$ cat config.mk
export PLATFORM = sky130hd
export DESIGN_NAME = mips16_prog_loader
export DESIGN_NICKNAME = d
export VERILOG_FILES = /design/src/rtl/mips16_pkg.sv /design/src/rtl/mips16_byte_pack.sv /design/src/rtl/mips16_prog_loader.sv
export SDC_FILE = /design/constraint.sdc
export NUM_CORES = 1
export LEC_CHECK = 0
export ABC_CLOCK_PERIOD_IN_PS = 2530
export BUFFER_PORTS_ARGS = -buffer_cell sky130_fd_sc_hd__buf_2
export CAP_MARGIN = 25
export CORE_ASPECT_RATIO = 1.4
export CORE_UTILIZATION = 58
export DETAILED_ROUTE_END_ITERATION = 10
export PLACE_DENSITY = 0.9
export SLEW_MARGIN = 0
export SYNTH_ARGS = -nofsm -noshare
export SYNTH_HDL_FRONTEND = slang
export SYNTH_SLANG_ARGS = --single-unit
$ cat constraint.sdc
create_clock -name clk1 -period 2.53 [get_ports clk1]
set_clock_uncertainty 0.2 [all_clocks]
set_input_delay 0.3795 -clock clk1 [delete_from_list [all_inputs] [get_ports clk1]]
set_output_delay 0.3795 -clock clk1 [all_outputs]
set_load 0.05 [all_outputs]
$ cat src/rtl/mips16_pkg.sv
// mips16_pkg -- shared definitions for the MIPS16 program loader.
//   state_t       : loader FSM state encoding
//   OPC_HLT       : opcode field value of the HLT instruction
//   INSTR_W       : instruction word width
//   is_load_state : 1 for states that consume stream bytes
package mips16_pkg;

  localparam int         INSTR_W = 16;
  localparam logic [3:0] OPC_HLT = 4'hF;

  typedef enum logic [3:0] {
    S_IDLE,
    S_LEN_HI,
    S_LEN_LO,
    S_DAT_HI,
    S_DAT_LO,
    S_CS_HI,
    S_CS_LO,
    S_DONE,
    S_ERR
  } state_t;

  function automatic logic is_load_state(input state_t s);
    return (s == S_LEN_HI) || (s == S_LEN_LO) || (s == S_DAT_HI) ||
           (s == S_DAT_LO) || (s == S_CS_HI)  || (s == S_CS_LO);
  endfunction

endpackage

$ cat src/rtl/mips16_byte_pack.sv
// mips16_byte_pack -- assembles big-endian 16-bit words from a byte stream.
// Ports:
//   clk1, rst_n  : clock, async active-low reset
//   accept       : loader wants bytes next cycle (registered into in_ready)
//   in_valid     : byte-stream valid
//   in_data[7:0] : byte-stream data
//   in_ready     : byte-stream ready (registered)
//   byte_fire    : a byte transfers this cycle
//   word_valid   : the low byte of a word transfers this cycle
//   word[15:0]   : {held high byte, in_data}, meaningful with word_valid
module mips16_byte_pack
  import mips16_pkg::*;
(
  input  logic               clk1,
  input  logic               rst_n,
  input  logic               accept,
  input  logic               in_valid,
  input  logic [7:0]         in_data,
  output logic               in_ready,
  output logic               byte_fire,
  output logic               word_valid,
  output logic [INSTR_W-1:0] word
);

  logic [7:0] hi_q;
  logic       have_hi;

  // Ready is a pure register of the loader's next-state, so no skid buffer is
  // needed: a byte presented while ready is low simply waits upstream.
  assign byte_fire  = in_valid & in_ready;
  assign word_valid = byte_fire & have_hi;
  assign word       = {hi_q, in_data};

  always_ff @(posedge clk1 or negedge rst_n) begin
    if (!rst_n) begin
      in_ready <= 1'b0;
      hi_q     <= 8'h00;
      have_hi  <= 1'b0;
    end else begin
      in_ready <= accept;
      if (byte_fire) begin
        if (!have_hi) begin
          hi_q    <= in_data;
          have_hi <= 1'b1;
        end else begin
          have_hi <= 1'b0;
        end
      end else if (!in_ready) begin
        have_hi <= 1'b0;
      end
    end
  end

endmodule

$ cat src/rtl/mips16_prog_loader.sv
// mips16_prog_loader -- boot loader for pipe_MIPS16. Receives
// {len_hi, len_lo, N x {hi, lo}} over a byte stream, writes the N words to
// instruction memory from BASE_ADDR (wrapping), then releases the core.
// Optional macro MIPS16_LOADER_CHECKSUM_EN: a trailing big-endian 16-bit
// checksum (mod-2^16 word sum) must match or the load ends in ERR.
// Ports:
//   clk1, rst_n                : clock, async active-low reset
//   load_start                 : start/restart a load (ignored while busy)
//   in_valid, in_data, in_ready: byte stream
//   mem_we, mem_addr, mem_wdata: instruction memory write port
//   core_hold, core_start      : core halt level and PC-load pulse
//   start_pc                   : constant BASE_ADDR
//   hlt_seen, busy, error      : status
//
// state    | meaning
// S_IDLE   | after reset, core held, waiting for load_start
// S_LEN_HI | expecting length high byte
// S_LEN_LO | expecting length low byte, range-checked on arrival
// S_DAT_HI | expecting data word high byte
// S_DAT_LO | expecting data word low byte, write issued next cycle
// S_CS_HI  | expecting checksum high byte (checksum build only)
// S_CS_LO  | expecting checksum low byte (checksum build only)
// S_DONE   | image loaded, core released
// S_ERR    | load failed, core held
module mips16_prog_loader
  import mips16_pkg::*;
#(
  parameter int ADDR_W    = 8,
  parameter int BASE_ADDR = 0,
  parameter int MAX_WORDS = 256
) (
  input  logic               clk1,
  input  logic               rst_n,
  input  logic               load_start,
  input  logic               in_valid,
  input  logic [7:0]         in_data,
  output logic               in_ready,
  output logic               mem_we,
  output logic [ADDR_W-1:0]  mem_addr,
  output logic [INSTR_W-1:0] mem_wdata,
  output logic               core_hold,
  output logic               core_start,
  output logic [ADDR_W-1:0]  start_pc,
  output logic               hlt_seen,
  output logic               busy,
  output logic               error
);

  localparam logic [ADDR_W-1:0]  BASE    = ADDR_W'(BASE_ADDR);
  localparam logic [INSTR_W-1:0] MAX_LEN = INSTR_W'(MAX_WORDS);

  state_t             state, state_nx;
  logic               byte_fire, word_valid;
  logic [INSTR_W-1:0] word;
  logic [INSTR_W-1:0] len_q, idx_q;
  logic               restart, len_bad, last_word;
`ifdef MIPS16_LOADER_CHECKSUM_EN
  logic [INSTR_W-1:0] sum_q;
`endif

  mips16_byte_pack u_pack (
    .clk1      (clk1),
    .rst_n     (rst_n),
    .accept    (is_load_state(state_nx)),
    .in_valid  (in_valid),
    .in_data   (in_data),
    .in_ready  (in_ready),
    .byte_fire (byte_fire),
    .word_valid(word_valid),
    .word      (word)
  );

  assign restart   = load_start &&
                     ((state == S_IDLE) || (state == S_DONE) || (state == S_ERR));
  assign len_bad   = (word == '0) || (word > MAX_LEN);
  assign last_word = ((idx_q + 16'd1) == len_q);

  always_comb begin
    state_nx = state;
    case (state)
      S_IDLE, S_DONE, S_ERR: if (load_start) state_nx = S_LEN_HI;
      S_LEN_HI: if (byte_fire)  state_nx = S_LEN_LO;
      S_LEN_LO: if (word_valid) state_nx = len_bad ? S_ERR : S_DAT_HI;
      S_DAT_HI: if (byte_fire)  state_nx = S_DAT_LO;
`ifdef MIPS16_LOADER_CHECKSUM_EN
      S_DAT_LO: if (word_valid) state_nx = last_word ? S_CS_HI : S_DAT_HI;
      S_CS_HI:  if (byte_fire)  state_nx = S_CS_LO;
      S_CS_LO:  if (word_valid) state_nx = (word == sum_q) ? S_DONE : S_ERR;
`else
      S_DAT_LO: if (word_valid) state_nx = last_word ? S_DONE : S_DAT_HI;
`endif
      default:  state_nx = S_IDLE;
    endcase
  end

  always_ff @(posedge clk1 or negedge rst_n) begin
    if (!rst_n) begin
      state      <= S_IDLE;
      mem_we     <= 1'b0;
      mem_addr   <= '0;
      mem_wdata  <= '0;
      core_start <= 1'b0;
      hlt_seen   <= 1'b0;
      len_q      <= '0;
      idx_q      <= '0;
`ifdef MIPS16_LOADER_CHECKSUM_EN
      sum_q      <= '0;
`endif
    end else begin
      state      <= state_nx;
      mem_we     <= 1'b0;
      core_start <= (state_nx == S_DONE) && (state != S_DONE);
      if (restart) begin
        idx_q    <= '0;
        hlt_seen <= 1'b0;
`ifdef MIPS16_LOADER_CHECKSUM_EN
        sum_q    <= '0;
`endif
      end
      if ((state == S_LEN_LO) && word_valid) len_q <= word;
      if ((state == S_DAT_LO) && word_valid) begin
        mem_we    <= 1'b1;
        mem_addr  <= BASE + idx_q[ADDR_W-1:0];
        mem_wdata <= word;
        idx_q     <= idx_q + 16'd1;
        if (word[15:12] == OPC_HLT) hlt_seen <= 1'b1;
`ifdef MIPS16_LOADER_CHECKSUM_EN
        sum_q     <= sum_q + word;
`endif
      end
    end
  end

  assign start_pc  = BASE;
  assign busy      = is_load_state(state);
  assign core_hold = (state != S_DONE);
  assign error     = (state == S_ERR);

endmodule

==> reports/qor.txt, run 1 <==
Worst hold path class: primary input to flip-flop
Met1 WL: 3630 um
Final number of hold-violating endpoints: 0
EDFF count, synth: 0
Most frequent cells in the layout: 97 x nand2_1, 71 x dfrtp_1, 42 x buf_2
Commonest non-fill, non-tap cell in the layout: nand2_1
DRC violations left: 0
Antenna violations before repair: 0
Worst-Skew Late Latency: 0.36 ns
Clock Pin Slew Worst Setup and Hold Paths: 0.08 ns
Register bit count reported by yosys: 73
Share of synthesized registers carrying an async set or reset: 100%
Clk buf depth: 2
CTS Buf Count: 9
H-tree depth: 3
Final TNS setup: 0 ns
DR WL met3: 440 um
WP data required: 2.56 ns
DR WL/cell: 18.1 um
Gate Count Post-Synth: 400
Gp weighted congestion: 0.920
IO Port Bufs: 42
Share of cells above drive strength 1: 26.3%
Worst Setup Path Type: flip-flop to flip-flop
CP startpoint kind: flip-flop
Overflow after GRT: 0
Final WL: 9410 um
Synthesized area: 3850 um2
Fin. max-slew vios: 0
CP endpoint kind: flip-flop
Core Footprint: 6300 um2
Metal2 WL: 4990 um
CP Launch Point: idx_q[7]
ANT nets after route: 0
Max_cap viols: 0
Routed vias: 3179
Drt initial violations: 255
Worst Min Path Start: in_data[5]
Unrepaired setup endpoints after global routing: false
Rel. slew slack: 56.4%
Die height: 98.4 um
Num ports: 51
Critical Path AT: 2.40 ns
First-pass GRT wire length: 15200 um
Clock tree from TritonCTS: built
Worst R2R Start: idx_q[7]
Status: finished clean
Vias per inst: 6.11
Seq/Total Area, Yosys: 47.5%
Worst-Margin Slew: 0.654 ns
Synth warnings: 0
Top_reg_cell synth: dfrtp_1
Row count: 34
Nets: 456
Setup violators final: 0
Final core utilization: 68.8%
Die area: 6970 um2
Leak: 2.14 nW
First-pass detailed-route iteration total: 7
Starting Density: 61.1%
Highest Signal Layer: met4
N_diodes: 0
Pin count of the biggest net entering global routing: 50
Worst Path Max Fanout: 8
Synthesis-to-finish area growth: 12.6%
Synth Area per Inst: 9.62 um2
Number of global-route vias before repair: 3211
Tmin final: 2.37 ns
Tcrit/Tclk final: 93.8%
VDD IR-drop max: 553 uV
HPWL after DPL: 6290 um
GRT Resource Usage Total: 28.5%
Fmax: 421 MHz
PwrDens: 818 nW/um2
Die W: 70.8 um
Clock sink count: 73
Unique masters post-synth: 63
CTS root buf: clkbuf_8
## critical path, cell delays in order (launching register included)
cell and delay, ns:
dfrtp_1 0.52, nand4_1 0.24, nor4_2 0.46, xnor2_1 0.16
and4_4 0.23, o2111ai_2 0.13, o21ai_2 0.18, a41oi_1 0.10
## cell usage after synthesis (3+ instances only)
library cell  instances  area share, %
and2_1                5           0.81
nor4_1                3           0.49
a22o_1                3           0.68
o21ai_0              28            3.6
mux2_2               24            7.0
dfrtp_1              73             47
nor4_2                3           0.98
buf_6                 3           0.88
a21oi_1               6           0.78
nand2_1              97            9.5
clkbuf_1             10           0.98
nor2_1               17            1.7
xor2_1                5            1.1
nor2b_1               3           0.49
o31ai_1               5           0.98
buf_4                11            2.1
o22ai_1               3           0.49
nand4_1               6           0.98
nor3_1               10            1.3
nand2b_1              5           0.81
inv_1                 6           0.59
nand3_1              10            1.3
buf_2                 4           0.52
xnor2_1              13            3.0
## kinds of logic after synthesis
group | Yosys count | share of synthesized area, %
other | 1 | 0.0975
flip-flops | 73 | 47.5
AND/OR/NAND/NOR | 186 | 25.0
multiplexers | 25 | 7.28
buffers and inverters | 37 | 5.92
AO/OA/AOI/OAI | 59 | 9.79
adder cells (fa/ha/maj) | 1 | 0.325
XOR/XNOR | 18 | 4.10
## repair_timing
action	in CTS	in global routing
gates resized for setup	0	6
hold buffers	1	0
hold endpoints to repair	24	0
buffers inserted	0	0
endpoints found under the setup margin	0	3
## layout make-up
cell class | count | area [um2]
fillers | 460 | 1970
repair buffers | 56 | 330
inverters | 6 | 22.5
clock inverters | 5 | 60.1
flip-flops and latches | 73 | 1830
multi-input cells | 297 | 1850
well taps | 72 | 90.1
clock buffers | 11 | 151
## sequential cells by signal, indices dropped and copies added, names as in the netlist
register / count
mem_wdata: 16
len_q: 16
state: 4
mem_we: 1
core_start: 1
hlt_seen: 1
mem_addr: 8
u_pack.hi_q: 8
u_pack.have_hi: 1
idx_q: 16
u_pack.in_ready: 1
## worst paths after layout
check / slack, ns / cells past startpoint / end
min in group asynchronous: 0.36 / 2 / mem_addr[5]
min: 0.07 / 3 / mem_wdata[5]
min reg2reg: 0.27 / 2 / mem_addr[5]
max reg2reg: 0.16 / 7 / u_pack.in_ready
max: 0.16 / 7 / u_pack.in_ready
max in group asynchronous: 1.08 / 3 / len_q[6]
## routing by layer
metal,vias up,track usage [%]
met5,-,0
li1,1446,-
met1,1566,32.7
met4,0,17.8
met3,37,4.75
met2,130,49.2
## where the power goes
part	internal, mW	switching [mW]	leakage (nW)
clock	0.514	0.454	0.106
sequential	1.38	0.269	0.975
combinational	0.424	0.509	1.06
## through the flow
step	instances	power, mW	instance area (um2)	hold WS, ns	setup slack (ns)
after floorplan	407	2.31	3870	-0.116	0.203
after global placement	503	2.50	4080	0.211	0.173
after detailed placement	503	2.56	4080	0.219	0.0606
after CTS	520	3.54	4300	0.0572	0.00313
after global routing	520	3.71	4330	0.0704	0.000676
final	520	3.54	4330	0.0665	0.157
No activity file was read; power rests on OpenSTA's default activity.
==> run 2: changes to the inputs <==
--- a/config.mk
+++ b/config.mk
@@ -9,9 +9,9 @@
 export BUFFER_PORTS_ARGS = -buffer_cell sky130_fd_sc_hd__buf_2
 export CAP_MARGIN = 25
 export CORE_ASPECT_RATIO = 1.4
-export CORE_UTILIZATION = 58
+export CORE_UTILIZATION = 44
 export DETAILED_ROUTE_END_ITERATION = 10
-export PLACE_DENSITY = 0.9
+export PLACE_DENSITY = 0.74
 export SLEW_MARGIN = 0
 export SYNTH_ARGS = -nofsm -noshare
 export SYNTH_HDL_FRONTEND = slang
==> run 2 against run 1 <==
Against the previous run: hold slack improved by 0.021 ns; non-clock buffer count did not move; flip-flop and latch count did not move; sequential share of layout area fell by 0.83 points; final cell count rose by 6.0%; power rose by 5.7%; routed wire length fell by 11%; largest cell class is now registers; largest power group unchanged; highest routed layer unchanged.
==> reports/qor.txt, run 2 (same netlist as run 1, synthesis figures left out) <==
Status: finished clean
Worst Path Buf+Inv: 1
CTS root buf: clkbuf_16
Worst R2R Start: idx_q[0]
Pin count of the biggest net entering global routing: 74
Max_cap viols: 0
CP Launch Point: idx_q[0]
Fin. max-slew vios: 0
Most frequent cells in the layout: 97 x nand2_1, 72 x dfrtp_1, 42 x buf_2
Commonest non-fill, non-tap cell in the layout: nand2_1
Number of global-route vias before repair: 2924
Final Non-Filler Cells: 551
Clock Pin Slew Worst Setup and Hold Paths: 0.05 ns
Overflow after GRT: 0
Die W: 81.0 um
CP endpoint kind: flip-flop
Starting Density: 45.2%
Final TNS setup: 0 ns
Nets: 456
PwrDens: 849 nW/um2
Routed vias: 2995
R2R Setup Slk: 0.23 ns
Die area: 9130 um2
Crit-path cells: ha_1, nand3_2, buf_4, nor4_4, xnor2_1, a211oi_2, o2111ai_2, o21ai_2, a41oi_1
Design area: 4410 um2
Row count: 40
Worst Min Path Start: in_data[0]
Drt initial violations: 268
Num ports: 51
Final number of hold-violating endpoints: 0
ANT nets after route: 0
Clk buf depth: 2
Worst-Skew Late Latency: 0.34 ns
Worst-Margin Slew: 0.586 ns
Hold Slack: 0.0873 ns
Leak: 2.14 nW
HPWL after DPL: 5990 um
Gp weighted congestion: 0.864
Die height: 113 um
Worst hold path class: primary input to flip-flop
Share of cells above drive strength 1: 25.3%
GRT Resource Usage Total: 21.0%
Crit path max-delay family: compound AO/OA/AOI/OAI gates
Clock sink count: 73
IO Port Bufs: 42
Final WL: 8370 um
DR WL/cell: 15.2 um
Worst Setup Path Type: flip-flop to flip-flop
CP startpoint kind: flip-flop
Inst Count DP: 536
CP max-delay cell: dfrtp_1
CTS Buf Count: 9
Setup violators final: 0
Final core utilization: 51.9%
VDD IR-drop max: 640 uV
Vias per inst: 5.44
Tcrit/Tclk final: 91.0%
Rel. slew slack: 60.9%
Tmin final: 2.30 ns
Synthesis-to-finish area growth: 14.7%
Unrepaired setup endpoints after global routing: false
First-pass detailed-route iteration total: 4
Worst Path Max Fanout: 7
Antenna violations before repair: 0
WP data required: 2.53 ns
Core Footprint: 8510 um2
Max incr delay on CP: 0.36 ns
First-pass GRT wire length: 14400 um
Critical Path AT: 2.30 ns
N_diodes: 0
Fmax: 434 MHz
Postcts setup bufs: 0
Biggest regs: idx_q (16), len_q (16), mem_wdata (16)
Post-DP Area: 4120 um2
DRC violations left: 0
H-tree depth: 3
Clock tree from TritonCTS: built
[run 2: changes by cell type in the layout (fill, tap and decap cells not counted), sizes merged]
cell / previous run / this run
clkinvlp: 1 / 0
inv: 8 / 6
clkinv: 1 / 2
[run 2: report_power, final]
part           internal (mW)  switching [mW]
Sequential              1.38           0.254
Combinational          0.423           0.487
Clock                  0.752           0.450
Total                   2.55            1.19
[run 2: final timing paths]
kind                              endpoint  cells after the start
min in group asynchronous         state[1]                      3
max reg2reg                u_pack.in_ready                      9
max in group asynchronous         idx_q[3]                      3
min                           mem_wdata[0]                      3
max                        u_pack.in_ready                      9
min reg2reg                    mem_addr[5]                      2
[run 2: final cells by class]
type / count / area, um2
clock buffers: 11 / 233
fillers: 763 / 4090
multi-input cells: 297 / 1830
clock inverters: 3 / 43.8
flip-flops and latches: 73 / 1830
well taps: 105 / 131
inverters: 6 / 22.5
repair buffers: 56 / 330
[run 2: worst reg2reg max path, stage by stage, from the launching register on]
cell,delay [ns]
dfrtp_1,0.36
ha_1,0.19
nand3_2,0.17
buf_4,0.22
nor4_4,0.28
xnor2_1,0.12
a211oi_2,0.17
o2111ai_2,0.18
o21ai_2,0.17
a41oi_1,0.10
[run 2: what timing repair did]
item | CTS | global route
hold buffers | 1 | 0
endpoints found under the hold margin | 73 | 0
gates resized for setup | 0 | 2
endpoints found under the setup margin | 0 | 3
[run 2: per-layer routing]
layer  global-route usage (%)  wire length (um)  vias to the layer above
met5                        0                 0                        -
met4                     12.4               216                        0
met3                     3.66               306                       19
met2                     34.0              4370                       75
met1                     25.7              3480                     1448
li1                         -                 -                     1453
[run 2: stage by stage]
stage | setup slack, ns | power, mW
5_1_grt | 0.0624 | 3.93
3_5_place_dp | 0.159 | 2.56
4_1_cts | 0.167 | 3.77
2_1_floorplan | 0.203 | 2.31
3_3_place_gp | 0.260 | 2.52
6_report | 0.227 | 3.75
